## config.mk

```make
export PLATFORM = sky130hd
export DESIGN_NAME = pipe_stage_reg
export DESIGN_NICKNAME = d
export VERILOG_FILES = /design/src/rtl/pipe_pkg.sv /design/src/rtl/pipe_slot.sv /design/src/rtl/pipe_stage_reg.sv
export SDC_FILE = /design/constraint.sdc
export NUM_CORES = 1
export LEC_CHECK = 0
export BUFFER_PORTS_ARGS = -buffer_cell sky130_fd_sc_hd__buf_2
export CORE_MARGIN = 1
export CORE_UTILIZATION = 42
export DETAILED_ROUTE_END_ITERATION = 8
export PLACE_DENSITY = 0.68
export SLEW_MARGIN = 5
export SYNTH_ARGS = -nofsm -noshare
export SYNTH_HDL_FRONTEND = slang
export SYNTH_SLANG_ARGS = --single-unit
```

## constraint.sdc

```tcl
create_clock -name clk -period 1.89 [get_ports clk]
set_input_delay 0.0945 -clock clk [delete_from_list [all_inputs] [get_ports clk]]
set_output_delay 0.0945 -clock clk [all_outputs]
set_load 0.005 [all_outputs]
```

## src/rtl/pipe_pkg.sv

```systemverilog
// Shared types for the pipeline stage register: occupancy encoding and the NOP control word.
package pipe_pkg;

    typedef enum logic [1:0] {
        EMPTY = 2'd0,
        ONE   = 2'd1,
        TWO   = 2'd2
    } occ_t;

    localparam int unsigned CTRL_MAX_W = 64;
    localparam logic [CTRL_MAX_W-1:0] CTRL_NOP = '0;

endpackage

```

## src/rtl/pipe_slot.sv

```systemverilog
// One stage entry: payload, control and valid, with load, clear-to-NOP and masked payload zeroing.
module pipe_slot
    import pipe_pkg::*;
#(
    parameter int unsigned       DATA_W    = 128,
    parameter int unsigned       CTRL_W    = 10,
    parameter logic [DATA_W-1:0] ZERO_MASK = '0
) (
    input  logic              clk,
    input  logic              reset,
    input  logic              load,
    input  logic              clear,
    input  logic              mask_zero,
    input  logic [DATA_W-1:0] load_data,
    input  logic [CTRL_W-1:0] load_ctrl,
    output logic              valid,
    output logic [DATA_W-1:0] data,
    output logic [CTRL_W-1:0] ctrl
);

    // Clear wins over load; unmasked payload bits keep their value when cleared.
    always_ff @(posedge clk) begin
        if (reset) begin
            valid <= 1'b0;
            data  <= '0;
            ctrl  <= '0;
        end else if (clear) begin
            valid <= 1'b0;
            ctrl  <= CTRL_W'(CTRL_NOP);
            if (mask_zero) begin
                data <= data & ~ZERO_MASK;
            end
        end else if (load) begin
            valid <= 1'b1;
            data  <= load_data;
            ctrl  <= load_ctrl;
        end
    end

endmodule

```

## src/rtl/pipe_stage_reg.sv

```systemverilog
// Pipeline stage register with valid/ready handshake, flush-to-NOP and an optional 2-entry skid buffer.
module pipe_stage_reg
    import pipe_pkg::*;
#(
    parameter int unsigned       DATA_W    = 128,
    parameter int unsigned       CTRL_W    = 10,
    parameter logic [DATA_W-1:0] ZERO_MASK = '0,
    parameter bit                SKID      = 1'b1
) (
    input  logic              clk,
    input  logic              reset,
    input  logic              flush,
    input  logic              in_valid,
    output logic              in_ready,
    input  logic [DATA_W-1:0] in_data,
    input  logic [CTRL_W-1:0] in_ctrl,
    output logic              out_valid,
    input  logic              out_ready,
    output logic [DATA_W-1:0] out_data,
    output logic [CTRL_W-1:0] out_ctrl,
    output logic [1:0]        occupancy
);

    occ_t state_q;
    occ_t state_d;

    logic              head_valid;
    logic [DATA_W-1:0] head_data;
    logic [CTRL_W-1:0] head_ctrl;
    logic              skid_valid;
    logic [DATA_W-1:0] skid_data;
    logic [CTRL_W-1:0] skid_ctrl;

    logic              in_fire;
    logic              out_fire;
    logic              head_load;
    logic              head_clear;
    logic              head_from_skid;
    logic              skid_load;
    logic              skid_clear;
    logic              squash;
    logic [DATA_W-1:0] head_load_data;
    logic [CTRL_W-1:0] head_load_ctrl;

    // In skid mode ready comes straight from the skid slot's valid flop (full == TWO).
    always_comb begin
        if (reset) begin
            in_ready = 1'b0;
        end else if (flush) begin
            in_ready = 1'b1;
        end else if (SKID) begin
            in_ready = !skid_valid;
        end else begin
            in_ready = !head_valid | out_ready;
        end
    end

    assign in_fire  = in_valid & in_ready;
    assign out_fire = head_valid & out_ready;

    always_ff @(posedge clk) begin
        if (reset) begin
            state_q <= EMPTY;
        end else begin
            state_q <= state_d;
        end
    end

    always_comb begin
        state_d        = state_q;
        head_load      = 1'b0;
        head_clear     = 1'b0;
        head_from_skid = 1'b0;
        skid_load      = 1'b0;
        skid_clear     = 1'b0;
        squash         = 1'b0;
        if (flush) begin
            state_d    = EMPTY;
            head_clear = 1'b1;
            skid_clear = 1'b1;
            squash     = 1'b1;
        end else begin
            unique case (state_q)
                EMPTY: begin
                    if (in_fire) begin
                        head_load = 1'b1;
                        state_d   = ONE;
                    end
                end
                ONE: begin
                    if (in_fire && out_fire) begin
                        head_load = 1'b1;
                    end else if (in_fire) begin
                        skid_load = 1'b1;
                        state_d   = TWO;
                    end else if (out_fire) begin
                        head_clear = 1'b1;
                        state_d    = EMPTY;
                    end
                end
                TWO: begin
                    if (out_fire) begin
                        head_load      = 1'b1;
                        head_from_skid = 1'b1;
                        skid_clear     = 1'b1;
                        state_d        = ONE;
                    end
                end
                default: begin
                    state_d = EMPTY;
                end
            endcase
        end
    end

    assign head_load_data = head_from_skid ? skid_data : in_data;
    assign head_load_ctrl = head_from_skid ? skid_ctrl : in_ctrl;

    pipe_slot #(
        .DATA_W    (DATA_W),
        .CTRL_W    (CTRL_W),
        .ZERO_MASK (ZERO_MASK)
    ) u_head (
        .clk       (clk),
        .reset     (reset),
        .load      (head_load),
        .clear     (head_clear),
        .mask_zero (squash),
        .load_data (head_load_data),
        .load_ctrl (head_load_ctrl),
        .valid     (head_valid),
        .data      (head_data),
        .ctrl      (head_ctrl)
    );

    if (SKID) begin : g_skid
        pipe_slot #(
            .DATA_W    (DATA_W),
            .CTRL_W    (CTRL_W),
            .ZERO_MASK (ZERO_MASK)
        ) u_skid (
            .clk       (clk),
            .reset     (reset),
            .load      (skid_load),
            .clear     (skid_clear),
            .mask_zero (squash),
            .load_data (in_data),
            .load_ctrl (in_ctrl),
            .valid     (skid_valid),
            .data      (skid_data),
            .ctrl      (skid_ctrl)
        );
    end else begin : g_no_skid
        logic unused_skid;
        assign skid_valid  = 1'b0;
        assign skid_data   = '0;
        assign skid_ctrl   = '0;
        assign unused_skid = skid_load ^ skid_clear;
    end

    assign out_valid = head_valid;
    assign out_data  = head_data;
    assign out_ctrl  = head_ctrl;
    assign occupancy = state_q;

endmodule

```

=== After elaboration in Yosys (flattened, before gate mapping) ===
Index checks and enable logic that the tools add are counted.

* Bits of input ports: 143
* Word-level logic and storage cells: 51
* Output and inout port bits: 142
* Register bits: 280

* Multiplexer cells: 25
* Reductions and logical operators: 9
* Equality and inequality tests: 6
* Bitwise gates (word level): 4

{| class="wikitable"
|+ Operators with widths
! cell !! count
|-
| 128-bit 2-to-1 mux || 1
|-
| 1-bit 2-to-1 mux || 16
|-
| 10-bit 2-to-1 mux || 1
|-
| 2-bit 2-to-1 mux || 5
|-
| 2-bit != test (second input constant) || 3
|-
| 2-bit case mux with 3 select lines || 1
|-
| 2-bit OR reduction || 3
|-
| 2-bit AND reduction || 2
|-
| 4-bit AND reduction || 1
|-
| 3-bit != test (second input constant) || 1
|-
| 1-bit case mux with 3 select lines || 1
|-
| 1-bit bitwise AND || 2
|-
| 2-bit by 1-bit equality test with 1-bit output (second input constant) || 1
|-
| 2-bit equality test (second input constant) || 1
|-
| 2-bit logical NOT || 1
|-
| 1-bit inverter || 2
|-
| 1-bit logical AND || 1
|-
| 1-bit logical NOT || 1
|}

=== Logic depth before layout (Yosys ltp) ===
* Depth after elaboration: 10
* Mapped depth: 8

=== Cells and area by module ===
From an unflattened synthesis, not the netlist that was laid out.

* Cells, all modules: 1417
* Area total of the unflattened synthesis: 14766.7 um^2

{| class="wikitable"
|+ Modules (own cells, without submodules)
! module !! area an instance (um^2) !! cells each !! times used
|-
| pipe_slot || 6182.2 || 619 || 2
|-
| pipe_stage_reg || 2402.3 || 179 || 1
|}

=== Worst setup path after synthesis ===
Ideal clock, no wire load.

* Path type: reg2reg
* Start point: register state_q[0] (netlist: occupancy[0])
* End point: register g_skid.u_skid.data[107]
* Path slack: 0.183 ns
* Buffers on the path: 3
* Stages on the path, launching flop included: 8
* Setup time: 0.070 ns
* Arrival: 1.637 ns
* Path through: dfxtp_1 -> nor2b_1 -> and4_1 -> clkbuf_1 -> clkbuf_1 -> clkbuf_1 -> nand2_1 -> a21oi_1

* Cells in the longest elaborated chain, start to end: 5
* Elaborated cells on any way between the ends: 8

{| class="wikitable"
|+ RTL lines
! element !! line !! source
|-
| start: declaration || pipe_stage_reg.sv:24 || <nowiki>occ_t state_q;</nowiki>
|-
| start signal: assignment || pipe_stage_reg.sv:65 || <nowiki>state_q <= state_d;</nowiki>
|-
| 2-bit equality test || pipe_stage_reg.sv:83 || <nowiki>unique case (state_q)</nowiki>
|-
| 1-bit 2-to-1 mux || pipe_stage_reg.sv:83 ||
|-
| 1-bit 2-to-1 mux || pipe_stage_reg.sv:77 || <nowiki>if (flush) begin</nowiki>
|-
| 1-bit inverter (no line) || -- ||
|-
| 2-bit AND reduction (no line) * || -- ||
|-
| end signal: assignment || pipe_slot.sv:31 || <nowiki>data <= data & ~ZERO_MASK;</nowiki>
|-
| end signal: assignment || pipe_slot.sv:35 || <nowiki>data <= load_data;</nowiki>
|-
| end: declaration || pipe_slot.sv:17 || <nowiki>output logic [DATA_W-1:0] data,</nowiki>
|}

Every way passes the cells marked *; elsewhere a longest branch is shown, timed or not.
A chain may end at the register's enable or synchronous reset.

=== Final worst setup path ===
* Start point: register state_q[0] (netlist: occupancy[0])
* End point: register u_head.data[127]

* Cells in the longest elaborated chain, start to end: 5
* Elaborated cells on any way between the ends: 12

{| class="wikitable"
|+ RTL lines
! element !! line
|-
| branches (longest 5 deep; another with 1-bit case mux with 3 select lines) || --
|-
| end signal: assignment || pipe_slot.sv:31
|-
| end signal: assignment || pipe_slot.sv:35
|-
| end: declaration || pipe_slot.sv:17
|}

Parallel ways; which one is timed is not known.

==> results.toml <==
[run_status]
status = "completed"

[hold_path]
min_from = "reset"
hold_class = "in2reg"

[power_and_ir_drop]
powerDensity_nw_per_um2 = 843
power_leakage_nw = 7.04
total_power_mw = 13.4
ir_drop_mv = 0.692

[synth]
synth_fa_ha_area_frac = 0
yosysUniqueCellTypes = 24
syn_area_um2 = 11400
synth_warnings = 0
synth-simple-area-share = 0.101
syn_inst = 1279
avgSynthCellArea_um2 = 8.92
muxShareOfSynthArea = 0.121
async_flop_share = 0
synth_top_family_by_area = "compound AO/OA/AOI/OAI gates"
synth.net_count = 1422
synth_xor_area_frac = 0
synth_ff_type = "dfxtp_1"
synth_compound_area_frac = 0.234
synth_edf_count = 0
synth-seq-cells = 280
seq_area_frac_synth = 0.491

[final_layout]
fillers = 2266
area_growth_syn_to_layout_pct = 39.1
seqCellArea_um2 = 5610
postLayoutCoreUtil = 0.603
multi_input_area_um2 = 5230
layout.nets = 1791
drive_above_1_share = 0.234

[sta]
setup_violations = 0
clock_skew_ns = 0.0147
timing.fmax_mhz = 552
tns_ns = 0
fin_ws_ns = 0.0769
hold_violations = 0
fin_crit_sh = 0.959
slew_headroom = 0.535
final-max-slew-violation-count = 0
tightestPinTransition_ns = 0.697
min_period_ns = 1.81

[die]
dieArea_um2 = 27800
ios = 285
start_util = 0.433
core_area_um2 = 26400
die_h_um = 167
rows = 59
dieWidth_um = 167

[setup_path]
cp_max_fo = 25
startpoint = "occupancy[0]$_SDFFE_PP0P_"
slowest_stage = "o41ai_4"
r2r-start = "occupancy[0]$_SDFFE_PP0P_"
arrival_ns = 2.25
cp-end-kind = "flip-flop"
crit_required_ns = 2.33
r2r_slack_ns = 0.08
critPathKind = "reg2reg"
cp_cell_sequence = "a21boi_2 > o41ai_4 > buf_6 > buf_12 > buf_12 > a21oi_1 > a311oi_1"
cp-start-kind = "flip-flop"
slowest_delay_ns = 0.36
cpMostUsedCell = "buf_12"

[placement]
hpwlAfterDp_um = 19000
pre_cts_ws_ns = -0.00245
io_buffers = 284
gp_congestion = 0.792

[clock_network]
clock_latency_ns = 0.54
htreeDepth = 1
cts_sinks = 280
cts_tree = "done"
numCtsBuffers = 30
clock_path_buffers = 3
clk_pin_slew_worst_paths_ns = 0.06
cts-root-buf = "clkbuf_16"

[grt]
antenna_found_initial = 2
grt_overflow_total = 0
grt_pass1_vias = 10121
grt_pass1_wl_um = 51800
grt_max_degree = 154
grt_usage = 0.222

[route]
wl_per_cell_um = 16.8
drtPass1Iterations = 5
vias = 10944
via_per_inst = 5.46
drc = 0
ant_nets = 0
drt_iter0_markers = 704
wl_um = 33800

[run]
max-cap-violations = 0
[power by group]
group | switching (mW) | total, mW | leakage (nW) | internal (mW)
combinational | 0.726 | 1.45 | 4.30 | 0.724
clock | 2.34 | 5.78 | 0.474 | 3.44
sequential | 0.0942 | 6.16 | 2.27 | 6.07
[synthesized netlist by cell type (2+ instances only)]
cell        n  area share
mux2i_1   138        0.12
a311oi_1  138        0.11
nand2b_1    2      0.0011
nand2_1   279       0.092
nor2_1      6      0.0020
clkbuf_1   90       0.030
buf_2      36       0.016
dfxtp_1   280        0.49
buf_1       2     0.00066
buf_4      10      0.0066
a21oi_1   281        0.12
nor2b_1     4      0.0022
o21ai_0     2     0.00088
[worst max-delay path: cells and delay by family (launching register included)]
family	cells	cell delay, ns
AO/OA/AOI/OAI	4	0.87
flip-flops	1	0.33
buffers and inverters	3	0.50
[registers in the layout (all words and copies together) (netlist names)]
| signal | cells |
|---|---|
| g_skid.u_skid.ctrl | 10 |
| g_skid.u_skid.valid | 1 |
| u_head.ctrl | 10 |
| u_head.valid | 1 |
| u_head.data | 128 |
| occupancy | 2 |
| g_skid.u_skid.data | 128 |
[worst paths after layout]
kind                                    endpoint  cells after the start
max                u_head.data[127]$_SDFFE_PP0P_                      7
min                    occupancy[0]$_SDFFE_PP0P_                      5
max reg2reg        u_head.data[127]$_SDFFE_PP0P_                      7
min reg2reg  g_skid.u_skid.data[54]$_SDFFE_PP0P_                      2
[through the flow]
stage / instances / area (um^2) / hold slack, ns
floorplan: 1279 / 11400 / 0.173
global placement: 1804 / 13200 / 0.346
finish: 2006 / 15900 / 0.0789
global route: 2005 / 15900 / 0.0919
detailed placement: 1804 / 13200 / 0.353
CTS: 1997 / 15600 / 0.0557
[placed cells by master (no fill, tap or decap), drive strengths merged, types with 2 or more instances in the layout]
cell / synthesis / routed
o21ai: 2 / 2
dfxtp: 280 / 280
diode: 0 / 2
nand2: 279 / 279
dlygate4sd3: 0 / 140
nand2b: 2 / 2
buf: 48 / 328
bufinv: 0 / 3
clkbuf: 90 / 48
mux2i: 138 / 138
clkinv: 0 / 8
a311oi: 138 / 138
nor2: 6 / 6
a21oi: 281 / 281
nor2b: 4 / 4
[timing repair]
action / 4_1_cts / 5_1_grt
hold endpoints to repair: 278 / 0
setup endpoints to repair: 2 / 179
setup buffers: 0 / 1
gates cloned: 0 / 6
hold buffers: 140 / 0
gates resized for setup: 1 / 26
pin swaps: 0 / 26
[cells by family (layout without fill, tap and decap cells)]
group                  Yosys count  in the layout
AOI/OAI and AO/OA              424            424
DFF                            280            280
buffers and inverters          139            529
other                            0              2
muxes                          138            138
and+or+nand+nor                298            298
[final cells by class]
type	count	area share
Antenna cell	2	0.000315
Clock buffer	41	0.0518
Clock inverter	12	0.00914
Inverter	1	0.000709
Multi-Input combinational cell	860	0.329
Sequential cell	280	0.353
Tap cell	335	0.0264
Timing Repair Buffer	475	0.229
[routing by layer]
layer / vias to the layer above / GRT usage / routed length [um]
met4: 0 / 0.0902 / 1150
met1: 5153 / 0.283 / 14800
met5: - / 0 / 0
met3: 79 / 0.0416 / 1760
met2: 352 / 0.369 / 16000
li1: 5360 / - / -
No activity file was read; power rests on OpenSTA's default activity.
